===== src/rtl/pci_arbiter_pkg.sv =====
// rtl/pci_arbiter_pkg.sv - shared state encoding, defaults and index helper for the PCI arbiter
package pci_arbiter_pkg;

    localparam int DEF_NUM_MASTERS = 4;
    localparam int DEF_TIMEOUT     = 16;

    typedef enum logic [1:0] {
        ST_IDLE  = 2'b00,
        ST_GRANT = 2'b01,
        ST_BUSY  = 2'b10
    } arb_state_e;

    function automatic int next_idx(input int idx, input int n);
        return (idx + 1 >= n) ? 0 : idx + 1;
    endfunction

endpackage


===== src/rtl/pci_arbiter_if.sv =====
// rtl/pci_arbiter_if.sv - request/grant bus between PCI masters and the arbiter
interface pci_arbiter_if
    import pci_arbiter_pkg::*;
#(
    parameter int NUM_MASTERS = DEF_NUM_MASTERS,
    parameter int IW          = $clog2(NUM_MASTERS)
);
    logic [NUM_MASTERS-1:0] req;
    logic                   frame;
    logic                   IRDY;
    logic [NUM_MASTERS-1:0] gnt;
    logic [IW-1:0]          bus_owner;
    logic                   owner_valid;
    logic                   timeout_evt;

    modport master (
        output req, frame, IRDY,
        input  gnt, bus_owner, owner_valid, timeout_evt
    );

    modport slave (
        input  req, frame, IRDY,
        output gnt, bus_owner, owner_valid, timeout_evt
    );
endinterface


===== src/rtl/pci_arbiter_rr_select.sv =====
// rtl/pci_arbiter_rr_select.sv - combinational round-robin picker over active-low requests
module rr_select
    import pci_arbiter_pkg::*;
#(
    parameter int N  = DEF_NUM_MASTERS,
    parameter int IW = $clog2(N)
) (
    input  logic [N-1:0]  req,
    input  logic [IW-1:0] ptr,
    output logic [IW-1:0] winner,
    output logic          found
);

    always_comb begin
        int            idx;
        logic [IW-1:0] sel;
        winner = '0;
        found  = 1'b0;
        idx    = 0;
        sel    = '0;
        // Scan N positions starting at ptr; first low request wins.
        for (int i = 0; i < N; i++) begin
            idx = (int'(ptr) + i) % N;
            sel = IW'(idx);
            if (!found && !req[sel]) begin
                found  = 1'b1;
                winner = sel;
            end
        end
    end

endmodule


===== src/rtl/pci_arbiter.sv =====
// rtl/pci_arbiter.sv - round-robin PCI bus arbiter with grant timeout; PCI_ARB_PARK_EN enables bus parking
module pci_arbiter
    import pci_arbiter_pkg::*;
#(
    parameter int NUM_MASTERS = DEF_NUM_MASTERS,
    parameter int TIMEOUT     = DEF_TIMEOUT
) (
    input logic          clk,
    input logic          rst,
    pci_arbiter_if.slave bus
);

    localparam int IW = $clog2(NUM_MASTERS);
    localparam int TW = $clog2(TIMEOUT);
    localparam logic [NUM_MASTERS-1:0] ALL_HIGH = '1;
    localparam logic [NUM_MASTERS-1:0] ONE      = NUM_MASTERS'(1);
    localparam logic [TW-1:0]          TMAX     = TW'(TIMEOUT - 1);

    arb_state_e             state, state_d;
    logic [NUM_MASTERS-1:0] gnt_q, gnt_d;
    logic [IW-1:0]          owner_q, owner_d;
    logic [IW-1:0]          ptr_q, ptr_d;
    logic [TW-1:0]          timer_q, timer_d;
    logic                   valid_q, valid_d;
    logic                   timeout_q, timeout_d;

    logic [IW-1:0]          winner;
    logic                   found;
    logic                   bus_idle;
    logic                   granted;
    logic                   own_req;
    logic                   other_req;
    logic                   park_switch;
    logic [IW-1:0]          ptr_after_owner;
    logic [NUM_MASTERS-1:0] owner_mask;

    rr_select #(.N(NUM_MASTERS), .IW(IW)) u_rr_select (
        .req    (bus.req),
        .ptr    (ptr_q),
        .winner (winner),
        .found  (found)
    );

    assign bus_idle        = bus.frame & bus.IRDY;
    assign granted         = ~&gnt_q;
    assign own_req         = ~bus.req[owner_q];
    assign owner_mask      = ONE << owner_q;
    assign other_req       = |(~bus.req & ~owner_mask);
    assign ptr_after_owner = IW'(next_idx(int'(owner_q), NUM_MASTERS));

`ifdef PCI_ARB_PARK_EN
    // A parked grant to a different master must be dropped for a cycle first.
    assign park_switch = granted && (winner != owner_q);
`else
    assign park_switch = 1'b0;
`endif

    always_ff @(posedge clk) begin
        if (!rst) begin
            state     <= ST_IDLE;
            gnt_q     <= ALL_HIGH;
            owner_q   <= '0;
            ptr_q     <= '0;
            timer_q   <= '0;
            valid_q   <= 1'b0;
            timeout_q <= 1'b0;
        end else begin
            state     <= state_d;
            gnt_q     <= gnt_d;
            owner_q   <= owner_d;
            ptr_q     <= ptr_d;
            timer_q   <= timer_d;
            valid_q   <= valid_d;
            timeout_q <= timeout_d;
        end
    end

    always_comb begin
        state_d = state;
        case (state)
            ST_IDLE: begin
                if (found && !park_switch) state_d = ST_GRANT;
            end
            ST_GRANT: begin
                if (!bus.frame)                    state_d = ST_BUSY;
                else if (!own_req)                 state_d = ST_IDLE;
                else if (timer_q == TMAX)          state_d = ST_IDLE;
            end
            ST_BUSY: begin
                if (bus_idle) state_d = ST_IDLE;
            end
            default: state_d = ST_IDLE;
        endcase
    end

    always_comb begin
        gnt_d     = gnt_q;
        owner_d   = owner_q;
        ptr_d     = ptr_q;
        timer_d   = timer_q;
        timeout_d = 1'b0;
        case (state)
            ST_IDLE: begin
                if (found) begin
                    if (park_switch) begin
                        gnt_d = ALL_HIGH;
                    end else begin
                        gnt_d   = ~(ONE << winner);
                        owner_d = winner;
                        timer_d = '0;
                    end
                end else begin
`ifdef PCI_ARB_PARK_EN
                    gnt_d = ~(ONE << owner_q);
`else
                    gnt_d = ALL_HIGH;
`endif
                end
            end
            ST_GRANT: begin
                if (bus.frame) begin
                    if (!own_req || timer_q == TMAX) begin
                        gnt_d     = ALL_HIGH;
                        ptr_d     = ptr_after_owner;
                        timeout_d = own_req;
                    end else begin
                        timer_d = timer_q + TW'(1);
                    end
                end
            end
            ST_BUSY: begin
                // Preemption and end-of-transaction both just release; the owner finishes its cycle.
                if (granted && (bus_idle || other_req)) begin
                    gnt_d = ALL_HIGH;
                    ptr_d = ptr_after_owner;
                end
            end
            default: begin
                gnt_d = ALL_HIGH;
            end
        endcase
        valid_d = ~&gnt_d;
    end

    assign bus.gnt         = gnt_q;
    assign bus.bus_owner   = owner_q;
    assign bus.owner_valid = valid_q;
    assign bus.timeout_evt = timeout_q;

endmodule


===== src/flat_wrapper.sv =====
// flat-port wrapper written by rule: the top's interface ports become plain ports
module pci_arbiter_flat import pci_arbiter_pkg::*;
#(
    parameter int NUM_MASTERS = DEF_NUM_MASTERS,
    parameter int TIMEOUT     = DEF_TIMEOUT
)
  (clk, rst, bus_req, bus_frame, bus_IRDY, bus_gnt, bus_bus_owner, bus_owner_valid, bus_timeout_evt);
  pci_arbiter_if #(.NUM_MASTERS(NUM_MASTERS)) bus_i ();
  input logic clk;
  input logic rst;
  input wire logic [$bits(bus_i.req)-1:0] bus_req;
  input wire logic [$bits(bus_i.frame)-1:0] bus_frame;
  input wire logic [$bits(bus_i.IRDY)-1:0] bus_IRDY;
  output wire logic [$bits(bus_i.gnt)-1:0] bus_gnt;
  output wire logic [$bits(bus_i.bus_owner)-1:0] bus_bus_owner;
  output wire logic [$bits(bus_i.owner_valid)-1:0] bus_owner_valid;
  output wire logic [$bits(bus_i.timeout_evt)-1:0] bus_timeout_evt;
  assign bus_i.req = bus_req;
  assign bus_i.frame = bus_frame;
  assign bus_i.IRDY = bus_IRDY;
  assign bus_gnt = bus_i.gnt;
  assign bus_bus_owner = bus_i.bus_owner;
  assign bus_owner_valid = bus_i.owner_valid;
  assign bus_timeout_evt = bus_i.timeout_evt;
  pci_arbiter #(.NUM_MASTERS(NUM_MASTERS), .TIMEOUT(TIMEOUT)) u_core (.clk(clk), .rst(rst), .bus(bus_i));
endmodule

===== config.mk =====
export PLATFORM = sky130hd
export DESIGN_NAME = pci_arbiter_flat
export DESIGN_NICKNAME = d
export VERILOG_FILES = /design/src/rtl/pci_arbiter_pkg.sv /design/src/rtl/pci_arbiter_if.sv /design/src/rtl/pci_arbiter_rr_select.sv /design/src/rtl/pci_arbiter.sv /design/src/flat_wrapper.sv
export SDC_FILE = /design/constraint.sdc
export NUM_CORES = 1
export LEC_CHECK = 0
export ABC_CLOCK_PERIOD_IN_PS = 2550
export BUFFER_PORTS_ARGS = -buffer_cell sky130_fd_sc_hd__buf_2
export CAP_MARGIN = 15
export CELL_PAD_IN_SITES_DETAIL_PLACEMENT = 0
export CELL_PAD_IN_SITES_GLOBAL_PLACEMENT = 2
export CORE_MARGIN = 2
export CORE_UTILIZATION = 33
export DETAILED_ROUTE_END_ITERATION = 8
export MAX_ROUTING_LAYER = met4
export PLACE_DENSITY_LB_ADDON = 0.05
export SKIP_LAST_GASP = 1
export SYNTH_ARGS = -nofsm -noshare
export SYNTH_HDL_FRONTEND = slang
export SYNTH_HIERARCHICAL = 1
export SYNTH_SLANG_ARGS = --single-unit

===== constraint.sdc =====
create_clock -name clk -period 2.55 [get_ports clk]
set_clock_uncertainty 0.05 [all_clocks]
set_input_delay 0.51 -clock clk [delete_from_list [all_inputs] [get_ports clk]]
set_output_delay 0.51 -clock clk [all_outputs]
set_load 0.02 [all_outputs]

# Word-level counts from Yosys, hierarchy flattened
# Index checks and enable logic that the tools add are counted.
# word_totals
rom_bits,0
ff_bits,16
mem_count,0
latchBits,0
ramBits,0
elab_cells,98
inputBits,8
out_inout_bits,8
# classes
muxes,38
eq_ne,10
n_mul,0
shift,2
addsub,5
div,0
bitwise,6
n_reduce_logical,24
magnitude_cmp,6
# ops
op,count
two-way mux 4 bit,7
two-way mux 2 bit,13
AND reduction 4 bit,5
"< comparator 2 x 3 -> 1 bit, second input constant",5
inverter 4 bit,3
one-hot mux 4 bit (3 select lines),1
binary-select mux 1 bit (select 2 bit),5
two-way mux 1 bit,9
"!= test 2 x 1 -> 1 bit, second input constant",4
one-hot mux 4 bit (2 select lines),1
"left shift 1 x 2 -> 4 bit, first input constant",2
logical NOT 1 bit,7
one-hot mux 2 bit (3 select lines),1
"adder 2 bit, second input constant",2
"adder 4 x 1 -> 4 bit, second input constant",1
AND 4 bit,1
"equality test 4 bit, second input constant",1
logical AND 1 bit,4
"!= test 2 bit, second input constant",2
"!= test 4 x 2 -> 1 bit, second input constant",1
one-hot mux 2 bit (2 select lines),1
nonzero test 2 bit,2
OR reduction 4 bit,1
"adder 2 x 1 -> 3 bit, second input constant",1
10 further kinds,11

# Longest topological paths before layout
# Gate-level depths: netlist (run 1).
# depth
word_depth,18
depth_mapped,7
ltp_nobuf,7

# Cells and area by module
# The synthesis (run 1) kept the hierarchy.
# by_module_without_submodules
module,seq_area_each_um2,area_per_inst_um2,cells_per_inst,n_inst
pci_arbiter,320.3,933.4,104,1
rr_select,0.0,90.1,10,1

# Worst setup path before layout (run 1)
# No wires, ideal clock.
# synth_path
path_type,in2reg
from,input bus_req[0]
to,register u_core.valid_q (netlist: u_core/bus.owner_valid)
setup_ps,70
arrival_time_ps,1812
cell_stages,7
path_buffers,0
required_time_ps,2430
slack_ps,618
cell_sequence,nor2b_4 -> nor3b_2 -> o22a_1 -> or4b_1 -> a21oi_1 -> o41ai_1 -> a21oi_1
# synth_via
elab_chain_cells,17
word_cells_on_any_way,41
cone_classes,shift (1); mux (23); bitwise (3); reduce/logical (14)
# synth_rtl
element,line,source
start: declaration,flat_wrapper.sv:11,input wire logic [$bits(bus_i.req)-1:0] bus_req;
binary-select mux 1 bit (select 2 bit),pci_arbiter_rr_select.sv:25,if (!found && !req[sel]) begin
two-way mux 1 bit (implied by the code),pci_arbiter_rr_select.sv:25,
logical NOT 1 bit,pci_arbiter_rr_select.sv:25,
logical AND 1 bit,pci_arbiter_rr_select.sv:25,
two-way mux 1 bit,pci_arbiter_rr_select.sv:25,
logical NOT 1 bit,pci_arbiter_rr_select.sv:25,
logical AND 1 bit,pci_arbiter_rr_select.sv:25,
two-way mux 1 bit,pci_arbiter_rr_select.sv:25,
(+2 left out),n/a,
two-way mux 2 bit *,pci_arbiter_rr_select.sv:25,
via u_core.winner[1],pci_arbiter.sv:27,logic [IW-1:0] winner;
left shift 1 x 2 -> 4 bit *,pci_arbiter.sv:108,gnt_d = ~(ONE << winner);
inverter 4 bit *,pci_arbiter.sv:108,
two-way mux 4 bit *,pci_arbiter.sv:104,if (found) begin
one-hot mux 4 bit (3 select lines) *,pci_arbiter.sv:102,case (state)
AND reduction 4 bit *,pci_arbiter.sv:142,valid_d = ~&gnt_d;
logical NOT 1 bit *,pci_arbiter.sv:142,
end signal: assignment,pci_arbiter.sv:73,valid_q <= valid_d;
end: declaration,pci_arbiter.sv:24,"logic valid_q, valid_d;"
# Mark *: on every way through the listed nets, which the timed path passes. The rest lies on a longest branch. The select of a mux whose other input is x is not followed.
# A chain may end at the register's enable or synchronous reset.

# Worst setup path after layout (run 1)
# layout_path
from,register u_core.ptr_q[1]
to,register u_core.valid_q (netlist: u_core/bus.owner_valid)
# layout_via
elab_chain_cells,18
word_cells_on_any_way,33
cone_classes,add/sub (3); shift (1); mux (18); bitwise (1); reduce/logical (10)
# layout_rtl
element,line,source
start: declaration,pci_arbiter.sv:22,"logic [IW-1:0] ptr_q, ptr_d;"
start signal: assignment,pci_arbiter.sv:71,ptr_q <= ptr_d;
adder 2 x 1 -> 2 bit,pci_arbiter_rr_select.sv:23,idx = (int'(ptr) + i) % N;
binary-select mux 1 bit (select 2 bit),pci_arbiter_rr_select.sv:25,
two-way mux 1 bit (implied by the code),pci_arbiter_rr_select.sv:25,
logical NOT 1 bit,pci_arbiter_rr_select.sv:25,
logical AND 1 bit,pci_arbiter_rr_select.sv:25,
two-way mux 1 bit,pci_arbiter_rr_select.sv:25,
logical NOT 1 bit,pci_arbiter_rr_select.sv:25,
logical AND 1 bit,pci_arbiter_rr_select.sv:25,
(+3 left out),n/a,
two-way mux 2 bit *,pci_arbiter_rr_select.sv:25,
via u_core.winner[1],pci_arbiter.sv:27,
left shift 1 x 2 -> 4 bit *,pci_arbiter.sv:108,
inverter 4 bit *,pci_arbiter.sv:108,
two-way mux 4 bit *,pci_arbiter.sv:104,
one-hot mux 4 bit (3 select lines) *,pci_arbiter.sv:102,
AND reduction 4 bit *,pci_arbiter.sv:142,
logical NOT 1 bit *,pci_arbiter.sv:142,
# Marks and branches as above.

==> metrics.txt, run 1 <==
status finished, final reports clean; CTS Root Cell clkbuf_4; Tot GR Track Use 15.5%; Rows 20; layout cell share with drive strength beyond 1 25.4%; average via count per standard cell 5.58; core area 0.00300 sq mm; crit-path cells nor2b_4, nor3b_2, o22a_1, or4b_1, a21oi_1, o41ai_1, a21oi_1; Post-synth EDFFs 0; type of the worst min-delay path reg2reg; fin. max-slew vios 0; hold_buf cts 0; CTS Buf Count 3; combinational cell fraction of total power 26.2%; capture point of the worst path u_core/bus.owner_valid; Leak 0.450 nW; Worst R2R Setup Slack 440 ps; Hold Slack 472 ps; post-synthesis sequential area ratio 31.3%; Adder-Cell Fraction of Synth Area 6.11%; Layout Nets 144; Die X 59.7 microns; Net Sw Frac 33.1%; Critical Path End Type flip-flop; CTS resizes 0; Post-DP HPWL 1.85 mm; crit path from u_core/ptr_q[1]; CP peak stage delay 540 ps; wire per inst 15.1 microns; initial detailed-routing violation count 28; initial antenna violation count 0; WP buf/inv 0; Data arrival, critical path 2290 ps; total gr overflow 0; post-synthesis mux area share 4.16%; drt pass-1 iters 4; pwr dens 539 mW/mm^2; Synth area leaders dfxtp_1 31%, ha_1 6.1%, nor2_1 3.3%, o21ai_0 2.9%, a221oi_2 2.9%; H-Tree Depth 1; Slowest-stage cell, CP or4b_1; Post-Synth Simple-Gate Area 29.2%; synthesis-to-layout area growth 13.9%; post-CTS setup repair buffer count 0; Synth Instances 114; crit path max fanout 6; die area 0.00356 sq mm; CP delay by family, top simple AND/OR/NAND/NOR gates; final worst path period share 82.8%; drt drc 0; Reg2Reg Launch Point u_core/ptr_q[1]; Clock Tree Buf Depth 2; worst slew pin tran 405 ps; total detailed-routing wirelength 2.46 mm; CTS clk-pin slew, worst paths 100 ps; vias in the first global route 831; combinational family with the most area after synthesis simple AND/OR/NAND/NOR gates; clk sinks 16; Initial Util 34.1%; synth cell count leaders 16 x dfxtp_1, 9 x nor2_1, 7 x nand2_1, 6 x o21ai_0; RD Place Congestion 0.735; syn_nets 127; Net Sw Power 0.208 mW; synth warn 6; setup TNS 0 ps; max-capacitance violation count 0; hold-critical path depth 2; # setup viols final 0; Top cell by count, worst path a21oi_1; CTS tree built; area leader, netlist dfxtp_1; later-pin clock latency in the skew report 290 ps; Slew Limit Headroom 72.7%; Synth Area per Inst 8.98 sq um; Ant. Diodes 0; Synth top area share 31.3%; largest net degree at the start of global routing 15; cell count along the critical path 7; Final Hold Vio Count 0; top-count cell post-synth dfxtp_1; first-pass GRT wire length 3.98 mm; ys async rst share 0%; Worst setup SP type flip-flop; sequential share of power 46.1%; WS Path Type reg2reg; xor/xnor share of the synthesized area 2.57%; compound-cell area share of the yosys netlist 23.1%; FMAX 0.473 GHz; FF+latch count, synth 16; die height 59.7 microns; Int Pwr 0.420 mW; worst reg2reg path endpoint u_core/bus.owner_valid; port buffer count 15; worst vdd ir 0.157 mV; I/O pin cnt 16; ys flop type dfxtp_1; Synth cell types 47; Req. time, crit path 2720 ps; Clk pwr share 27.7%; Vias 909; Reg2Reg Depth 7; Final ANT Viol Nets 0; RSZ-0062 raised after global routing no; Final min period 2110 ps; synthesized cell area 0.00102 sq mm
## power by group through the flow
stage | registers [mW] | logic (mW) | clock network (mW)
after floorplan | 0.301 | 0.106 | 0
after global placement | 0.295 | 0.164 | 0
after detailed placement | 0.296 | 0.164 | 0
after CTS | 0.290 | 0.165 | 0.184
after global routing | 0.294 | 0.179 | 0.199
final | 0.290 | 0.165 | 0.174
## cell usage in the layout, fill, tap and decap left out, drive strengths merged, types with 2 or more instances in the layout
cell    count
ha          5
nand2       7
nor2b       4
o31ai       2
nor4        3
mux2i       2
inv         5
xnor2       3
and2        2
a221oi      2
or3         3
buf        16
clkbuf      4
dfxtp      16
nor3        4
nand4       2
a21oi       6
o311a       2
nand2b      3
o21ai       9
o22ai       2
nor4bb      2
nor2       10
## cell families after synthesis
group,count (synthesis)
buf+inv,9
flops,16
simple gates,46
compound gates,32
xor+xnor,3
mux,3
fa+ha+maj,5
## worst min path at each step
stage	from	endpoint	slack, ps
final	u_core/ptr_q[0]	u_core/ptr_q[0]	470
after global routing	rst	u_core/bus.owner_valid	480
after CTS	rst	u_core/ptr_q[1]	470
after detailed placement	u_core/timer_q[3]	u_core/timer_q[3]	460
after global placement	u_core/ptr_q[0]	u_core/ptr_q[0]	440
after floorplan	u_core/ptr_q[0]	u_core/ptr_q[0]	410
## layer usage
metal	wire length (microns)	vias to the layer above	GRT usage (%)
met1	1270	438	22.4
li1	-	455	-
met5	0	-	-
met4	15	0	5.71
met2	1090	14	21.4
met3	87	2	2.60
## final cells by class
class                   count  area (sq um)
inverters                   5          18.8
multi-input cells          89           667
repair buffers             16          82.6
well taps                  33          41.3
fillers                   325          1840
clock buffers               4          36.3
flip-flops and latches     16           320
## state kept, by name, summed over array words and instances, names as in the netlist
signal and cells:
u_core/state 2, u_core/timer_q 4, u_core/bus.gnt 4, u_core/bus.timeout_evt 1, u_core/bus.owner_valid 1, u_core/bus.bus_owner 2
u_core/ptr_q 2
## worst min-delay path: cells and delay by family, from the launching register on
family	cells	cell delay (ps)
muxes	1	60
and+or+nand+nor	1	70
DFF	1	350
## through the flow
step / setup WS (ps) / area, sq um / cells / utilization [%] / total power, mW
6_report: 437 / 1170 / 163 / 38.8 / 0.628
5_1_grt: 276 / 1170 / 163 / 38.8 / 0.671
4_1_cts: 411 / 1170 / 163 / 38.8 / 0.639
3_5_place_dp: 284 / 1130 / 159 / 37.6 / 0.460
3_3_place_gp: 250 / 1130 / 159 / 37.6 / 0.459
2_1_floorplan: 618 / 1020 / 114 / - / 0.407
Power figures use the tool's default switching activity.
==> run 2: changes to the inputs <==
--- a/config.mk
+++ b/config.mk
@@ -5,13 +5,14 @@
 export SDC_FILE = /design/constraint.sdc
 export NUM_CORES = 1
 export LEC_CHECK = 0
-export ABC_CLOCK_PERIOD_IN_PS = 2550
+export ABC_AREA = 1
+export ABC_CLOCK_PERIOD_IN_PS = 1800
 export BUFFER_PORTS_ARGS = -buffer_cell sky130_fd_sc_hd__buf_2
 export CAP_MARGIN = 15
 export CELL_PAD_IN_SITES_DETAIL_PLACEMENT = 0
 export CELL_PAD_IN_SITES_GLOBAL_PLACEMENT = 2
 export CORE_MARGIN = 2
-export CORE_UTILIZATION = 33
+export CORE_UTILIZATION = 27
 export DETAILED_ROUTE_END_ITERATION = 8
 export MAX_ROUTING_LAYER = met4
 export PLACE_DENSITY_LB_ADDON = 0.05
==> constraint.sdc (replaced) <==
create_clock -name clk -period 1.8 [get_ports clk]
set_clock_uncertainty 0.05 [all_clocks]
set_input_delay 0.36 -clock clk [delete_from_list [all_inputs] [get_ports clk]]
set_output_delay 0.36 -clock clk [all_outputs]
set_load 0.02 [all_outputs]
==> run 2 against run 1 <==
Against the previous run: sequential power up 100%; sequential share of layout area down 7.3 points; clock power up 85%; highest routed layer unchanged; the flow now finishes with violations (setup timing); utilization down 1.4 points; synthesized cell count up 75%; hold slack worse by 110 ps; critical endpoint unchanged; critical path depth up 7; combinational power rose to 10 times the previous value; flip-flop and latch count unchanged; worst setup slack worse by 510 ps.
==> metrics.txt, run 2 <==
status finished with violations; failing checks setup timing; Initial Util 28.0% (-6.0 points); Critical Path End Type flip-flop; crit path from u_core/ptr_q[0]; Slew Limit Headroom 82.5% (+9.8 points); dpl ws -147 ps (-431 ps); wire per inst 12.2 microns (-19%); Hold Slack 366 ps (-106 ps); Post-DP HPWL 2.74 mm (+48%); drt drc 0 (unchanged); first-pass GRT wire length 5.78 mm (+45%); Final Hold Vio Count 0 (unchanged); Die X 71.3 microns (+19%); later-pin clock latency in the skew report 250 ps (-40 ps); most common cell after layout, fill and taps aside nand2_1; synthesized cell area 0.00122 sq mm (+19%); Tot GR Track Use 14.6% (-0.93 points); Synth top area share 26.2% (-5.1 points); CTS tree built; worst vdd ir 0.655 mV (+320%); hold_buf cts 0 (unchanged); worst hold start bus_IRDY; worst reg2reg path endpoint u_core/bus.owner_valid; fill cell count 492 (+51%); Worst setup SP type flip-flop; Synth area leaders dfxtp_1 26%, nand2_1 18%, nand3_1 9.8%, nor2_1 7.4%, nand2_2 6.1%; max-capacitance violation count 0 (unchanged); fin. max-slew vios 0 (unchanged); H-Tree Depth 1 (unchanged); layout cell share with drive strength beyond 1 39.0% (+14 points); post-synthesis mux area share 0% (-4.2 points); type of the worst min-delay path in2reg; Reg2Reg Launch Point u_core/ptr_q[0]; FF+latch count, synth 16 (unchanged); worst slew pin tran 262 ps (-142 ps); synthesis-to-layout area growth 33.6%; Post-synth EDFFs 0 (unchanged); core area 0.00435 sq mm (+45%); register area 329 sq um (+2.7%); final worst path period share 104% (+21 points); CTS clk-pin slew, worst paths 70 ps (-30 ps); die area 0.00508 sq mm (+42%); total detailed-routing wirelength 3.50 mm (+42%); initial detailed-routing violation count 59 (+110%); CTS Root Cell clkbuf_8; Synth cell types 22 (-53%); total gr overflow 0 (unchanged); multi-input logic area 848 sq um (+27%); WS Path Type reg2reg; I/O pin cnt 16 (unchanged); compound-cell area share of the yosys netlist 7.68% (-15 points); Adder-Cell Fraction of Synth Area 5.12% (-0.99 points); crit path max fanout 5 (-1); CTS Buf Count 3 (unchanged); Req. time, crit path 1940 ps (-780 ps); die height 71.3 microns (+19%); Synth Instances 199 (+75%); Layout Nets 250 (+74%); Clock Tree Buf Depth 2 (unchanged); FMAX 0.535 GHz (+13%); Leak 0.812 nW (+80%); Final min period 1870 ps (-244 ps); # setup viols final 7 (+7); Synth Area per Inst 6.14 sq um (-32%); Final ANT Viol Nets 0 (unchanged); average via count per standard cell 4.70 (-16%); Ant. Diodes 0 (unchanged); Data arrival, critical path 2000 ps (-290 ps); pwr dens 1570 mW/mm^2 (+190%); synth cell count leaders 60 x nand2_1, 24 x nand3_1, 24 x nor2_1, 16 x dfxtp_1, 15 x inv_1; port buffer count 15 (unchanged); Vias 1353 (+49%); most frequent cells in the layout 51 x nand2_1, 21 x nor2_1, 21 x nand3_1, 20 x buf_4, 20 x nand2_2; syn_nets 212 (+67%); vias in the first global route 1278 (+54%); Post-Synth Simple-Gate Area 51.7% (+23 points); top-count cell post-synth nand2_1; post-synthesis sequential area ratio 26.2% (-5.1 points); capture point of the worst path u_core/bus.owner_valid; Reg2Reg Depth 14 (+7); Rows 24 (+20%); ys flop type dfxtp_1; ys async rst share 0% (unchanged); Worst Setup Slack, final -68.8 ps (-506 ps); combinational family with the most area after synthesis simple AND/OR/NAND/NOR gates; largest net degree at the start of global routing 12 (-3); initial antenna violation count 0 (unchanged); drt pass-1 iters 4 (unchanged); area leader, netlist dfxtp_1; clk sinks 16 (unchanged); xor/xnor share of the synthesized area 0% (-2.6 points); Worst R2R Setup Slack -70 ps (-510 ps); RSZ-0062 raised after global routing yes; synth warn 6 (unchanged); RD Place Congestion 0.864 (+18%)
run 2: how the worst min path moves through the flow:
stage / to / slack, ps / depth (start not counted)
global placement: u_core/timer_q[1] / 430 / 2
CTS: u_core/state[1] / 370 / 4
detailed placement: u_core/timer_q[1] / 440 / 2
floorplan: u_core/timer_q[1] / 410 / 2
finish: u_core/state[1] / 370 / 4
global route: u_core/state[1] / 390 / 4
run 2: cells by family after synthesis:
family	after synthesis
AND/OR/NAND/NOR	134
buffers and inverters	27
flip-flops	16
adder cells (fa/ha/maj)	5
AO/OA/AOI/OAI	17
run 2: cell type report:
cell class / count / area share [%]
Multi-Input combinational cell: 156 / 52.0
Sequential cell: 16 / 20.2
Timing Repair Buffer: 36 / 14.5
Inverter: 24 / 5.98
Tap cell: 52 / 3.99
Clock buffer: 4 / 3.37
run 2: per-stage QoR:
step	util [%]	power [mW]	instances	setup TNS [ps]	instance area, sq um
after detailed placement	34.0	2.07	282	-378	1480
after floorplan	-	1.56	199	0	1220
after global routing	37.5	2.79	288	-1460	1630
after global placement	34.0	2.06	282	-388	1480
after CTS	36.5	2.48	287	-60.4	1590
final	37.5	2.56	288	-165	1630
run 2: what timing repair did:
item                       CTS  global route
setup endpoints to repair    9            13
pin swaps                   11             5
cloned                       1             0
gates resized for setup     18            14
setup buffers                0             1
run 2: worst max-delay path: stages (launching register included):
cell and delay (ps):
dfxtp_4 390, buf_6 140, nand2_1 60, nand2_2 90
nand2_1 70, o21ai_1 100, nand3b_1 210, inv_2 60
nor2_4 170, nand3_1 110, o21ai_2 80, nand3_1 90
nand2_1 60, nor2_1 30, nor2_1 70
run 2: report_power, final:
part / total, mW / leakage, nW / switching (mW) / internal, mW
logic: 1.65 / 0.650 / 0.989 / 0.664
registers: 0.583 / 0.133 / 0.118 / 0.464
clock network: 0.322 / 0.0288 / 0.128 / 0.194
run 2: routing by layer:
metal,GRT usage (%),part of all wire (%),vias to the layer above
met5,-,0,-
met4,1.68,0.37,0
met3,2.95,3.9,2
met2,21.2,41,24
met1,21.4,54,612
li1,-,-,715
==> run 3: changes to the inputs <==
--- a/config.mk
+++ b/config.mk
@@ -5,16 +5,15 @@
 export SDC_FILE = /design/constraint.sdc
 export NUM_CORES = 1
 export LEC_CHECK = 0
-export ABC_AREA = 1
+export ABC_AREA = 0
 export ABC_CLOCK_PERIOD_IN_PS = 1800
 export BUFFER_PORTS_ARGS = -buffer_cell sky130_fd_sc_hd__buf_2
 export CAP_MARGIN = 15
 export CELL_PAD_IN_SITES_DETAIL_PLACEMENT = 0
 export CELL_PAD_IN_SITES_GLOBAL_PLACEMENT = 2
 export CORE_MARGIN = 2
-export CORE_UTILIZATION = 27
+export CORE_UTILIZATION = 30
 export DETAILED_ROUTE_END_ITERATION = 8
-export MAX_ROUTING_LAYER = met4
 export PLACE_DENSITY_LB_ADDON = 0.05
 export SKIP_LAST_GASP = 1
 export SYNTH_ARGS = -nofsm -noshare
==> run 3 against run 2 <==
Against the previous run: the flow still finishes with violations (setup timing); register-to-register slack is essentially flat; largest power group is now registers; power shrank 60%; die area shrank 23%; global-route usage grew 0.36 points; critical path depth shrank 7; combinational power shrank 79%; largest cell class unchanged; critical path type unchanged; maximum frequency shrank 0.42%.
==> metrics.txt, run 3 (same netlist as run 1, synthesis figures left out) <==
status finished with violations; failing checks setup timing; setup TNS -122 ps (+42.5 ps); CTS Buf Count 3 (unchanged); initial antenna violation count 0 (unchanged); pwr dens 673 mW/mm^2 (-57%); Slew Limit Headroom 56.9% (-26 points); non-filler cells, final 200 (-31%); die area 0.00390 sq mm (-23%); max-capacitance violation count 0 (unchanged); final worst path period share 104% (+0.44 points); Net Sw Power 0.339 mW (-73%); layout cell share with drive strength beyond 1 45.5% (+6.5 points); Worst R2R Setup Slack -80 ps (about the same); fin. max-slew vios 0 (unchanged); die height 62.4 microns (-12%); drt pass-1 iters 4 (unchanged); core area 0.00331 sq mm (-24%); Layout Nets 168 (-33%); Final min period 1880 ps (+7.88 ps); CTS clk-pin slew, worst paths 110 ps (+40 ps); Worst Setup Slack, final -76.7 ps (-7.88 ps); hold_buf cts 0 (unchanged); drt drc 0 (unchanged); Net Sw Frac 33.5% (-15 points); CP delay by family, top compound AO/OA/AOI/OAI gates; fill cell count 350 (-29%); WP buf/inv 0 (-2); dpl ws -273 ps (-126 ps); CP peak stage delay 560 ps (+170 ps); Final ANT Viol Nets 0 (unchanged); Slowest-stage cell, CP or4b_4; CTS tree built; Hold Slack 316 ps (-49.8 ps); clk sinks 16 (unchanged); most frequent cells in the layout 22 x buf_4, 15 x buf_2, 13 x dfxtp_1, 9 x nor2_1, 7 x nand2_1; Data arrival, critical path 2060 ps (+60 ps); Util after Layout 45.4% (+7.9 points); Worst setup SP type flip-flop; port buffer count 15 (unchanged); Initial Util 30.9% (+2.9 points); vias in the first global route 1020 (-20%); H-Tree Depth 1 (unchanged); Clock Tree Buf Depth 2 (unchanged); total power 1.01 mW (-60%); largest net degree at the start of global routing 17 (+5); Final Hold Vio Count 0 (unchanged); type of the worst min-delay path in2reg; I/O pin cnt 16 (unchanged); average via count per standard cell 5.10 (+8.6%); most common cell after layout, fill and taps aside buf_4; wire per inst 14.3 microns (+17%); Post-DP HPWL 2.01 mm (-26%); register area 329 sq um (unchanged); later-pin clock latency in the skew report 290 ps (+40 ps); Die X 62.4 microns (-12%); first-pass GRT wire length 4.61 mm (-20%); CTS Root Cell clkbuf_4; Clk pwr share 24.7% (+12 points); worst slew pin tran 645 ps (+383 ps); Vias 1020 (-25%); # setup viols final 3 (-4); combinational cell fraction of total power 34.8% (-30 points); total gr overflow 0 (unchanged); synthesis-to-layout area growth 46.8%; RD Place Congestion 0.839 (-2.9%); RSZ-0062 raised after global routing yes; crit path max fanout 5 (unchanged); Inst Count DP 187 (-34%); FMAX 0.533 GHz (-0.42%); Req. time, crit path 1980 ps (+40 ps); multi-input logic area 787 sq um (-7.2%); Ant. Diodes 0 (unchanged); design area 0.00150 sq mm (-7.9%); placed inst area 0.00127 sq mm (-15%); worst vdd ir 0.239 mV (-64%); initial detailed-routing violation count 25 (-58%); Critical Path End Type flip-flop; Rows 21 (-13%); total detailed-routing wirelength 2.86 mm (-18%); Leak 0.598 nW (-26%); WS Path Type reg2reg; crit-path cells nor2b_1, a211oi_2, a221oi_2, or4b_4, a21oi_4, o41ai_2, a21oi_1; Tot GR Track Use 14.9% (+0.36 points); Int Pwr 0.672 mW (-49%); sequential share of power 40.5% (+18 points)
[run 3: cell count changes in the layout (fill, tap and decap cells not counted), sizes merged, moves of 3 or more]
cell	before	now
nand2	73	7
nand2b	0	3
inv	24	5
xnor2	0	3
buf	36	40
nand3	26	1
nor3	1	4
nor4	0	3
nor2	26	10
or3	0	3
nor2b	0	4
nand4	7	2
[run 3: cell type report]
type | instances | share of cell area [%]
multi-input combinational | 89 | 52.4
sequential | 16 | 21.9
timing repair buffer | 40 | 18.2
tap | 46 | 3.83
clock buffer | 4 | 2.41
inverter | 5 | 1.25
[run 3: metal layers]
layer / share of wire [%] / GRT usage [%]
met5: 0 / 0
met4: 1.4 / 4.17
met3: 2.2 / 4.14
met2: 49 / 24.3
met1: 48 / 19.3
[run 3: worst paths after layout]
kind                                        start  cells past startpoint                endpoint
worst max-delay path              u_core/ptr_q[1]                      7  u_core/bus.owner_valid
worst min-delay path                          rst                      3         u_core/ptr_q[1]
worst max register to register    u_core/ptr_q[1]                      7  u_core/bus.owner_valid
worst min register to register  u_core/timer_q[3]                      2       u_core/timer_q[3]
[run 3: power by group through the flow]
| stage | clock (mW) | combinational (mW) | sequential (mW) |
|---|---|---|---|
| global route | 0.282 | 0.380 | 0.415 |
| global placement | 0 | 0.275 | 0.416 |
| finish | 0.249 | 0.352 | 0.410 |
| detailed placement | 0 | 0.273 | 0.417 |
| CTS | 0.261 | 0.316 | 0.409 |
| floorplan | 0 | 0.153 | 0.427 |
[run 3: worst reg2reg max path: stages, from the launching register on]
cell and delay (ps):
dfxtp_4 390, nor2b_1 60, a211oi_2 260, a221oi_2 100
or4b_4 560, a21oi_4 150, o41ai_2 80, a21oi_1 170
[run 3: timing repair]
item	in CTS	in global routing
gates resized for setup	10	12
pin swaps	10	8
setup endpoints to repair	6	10
buffers inserted	8	1
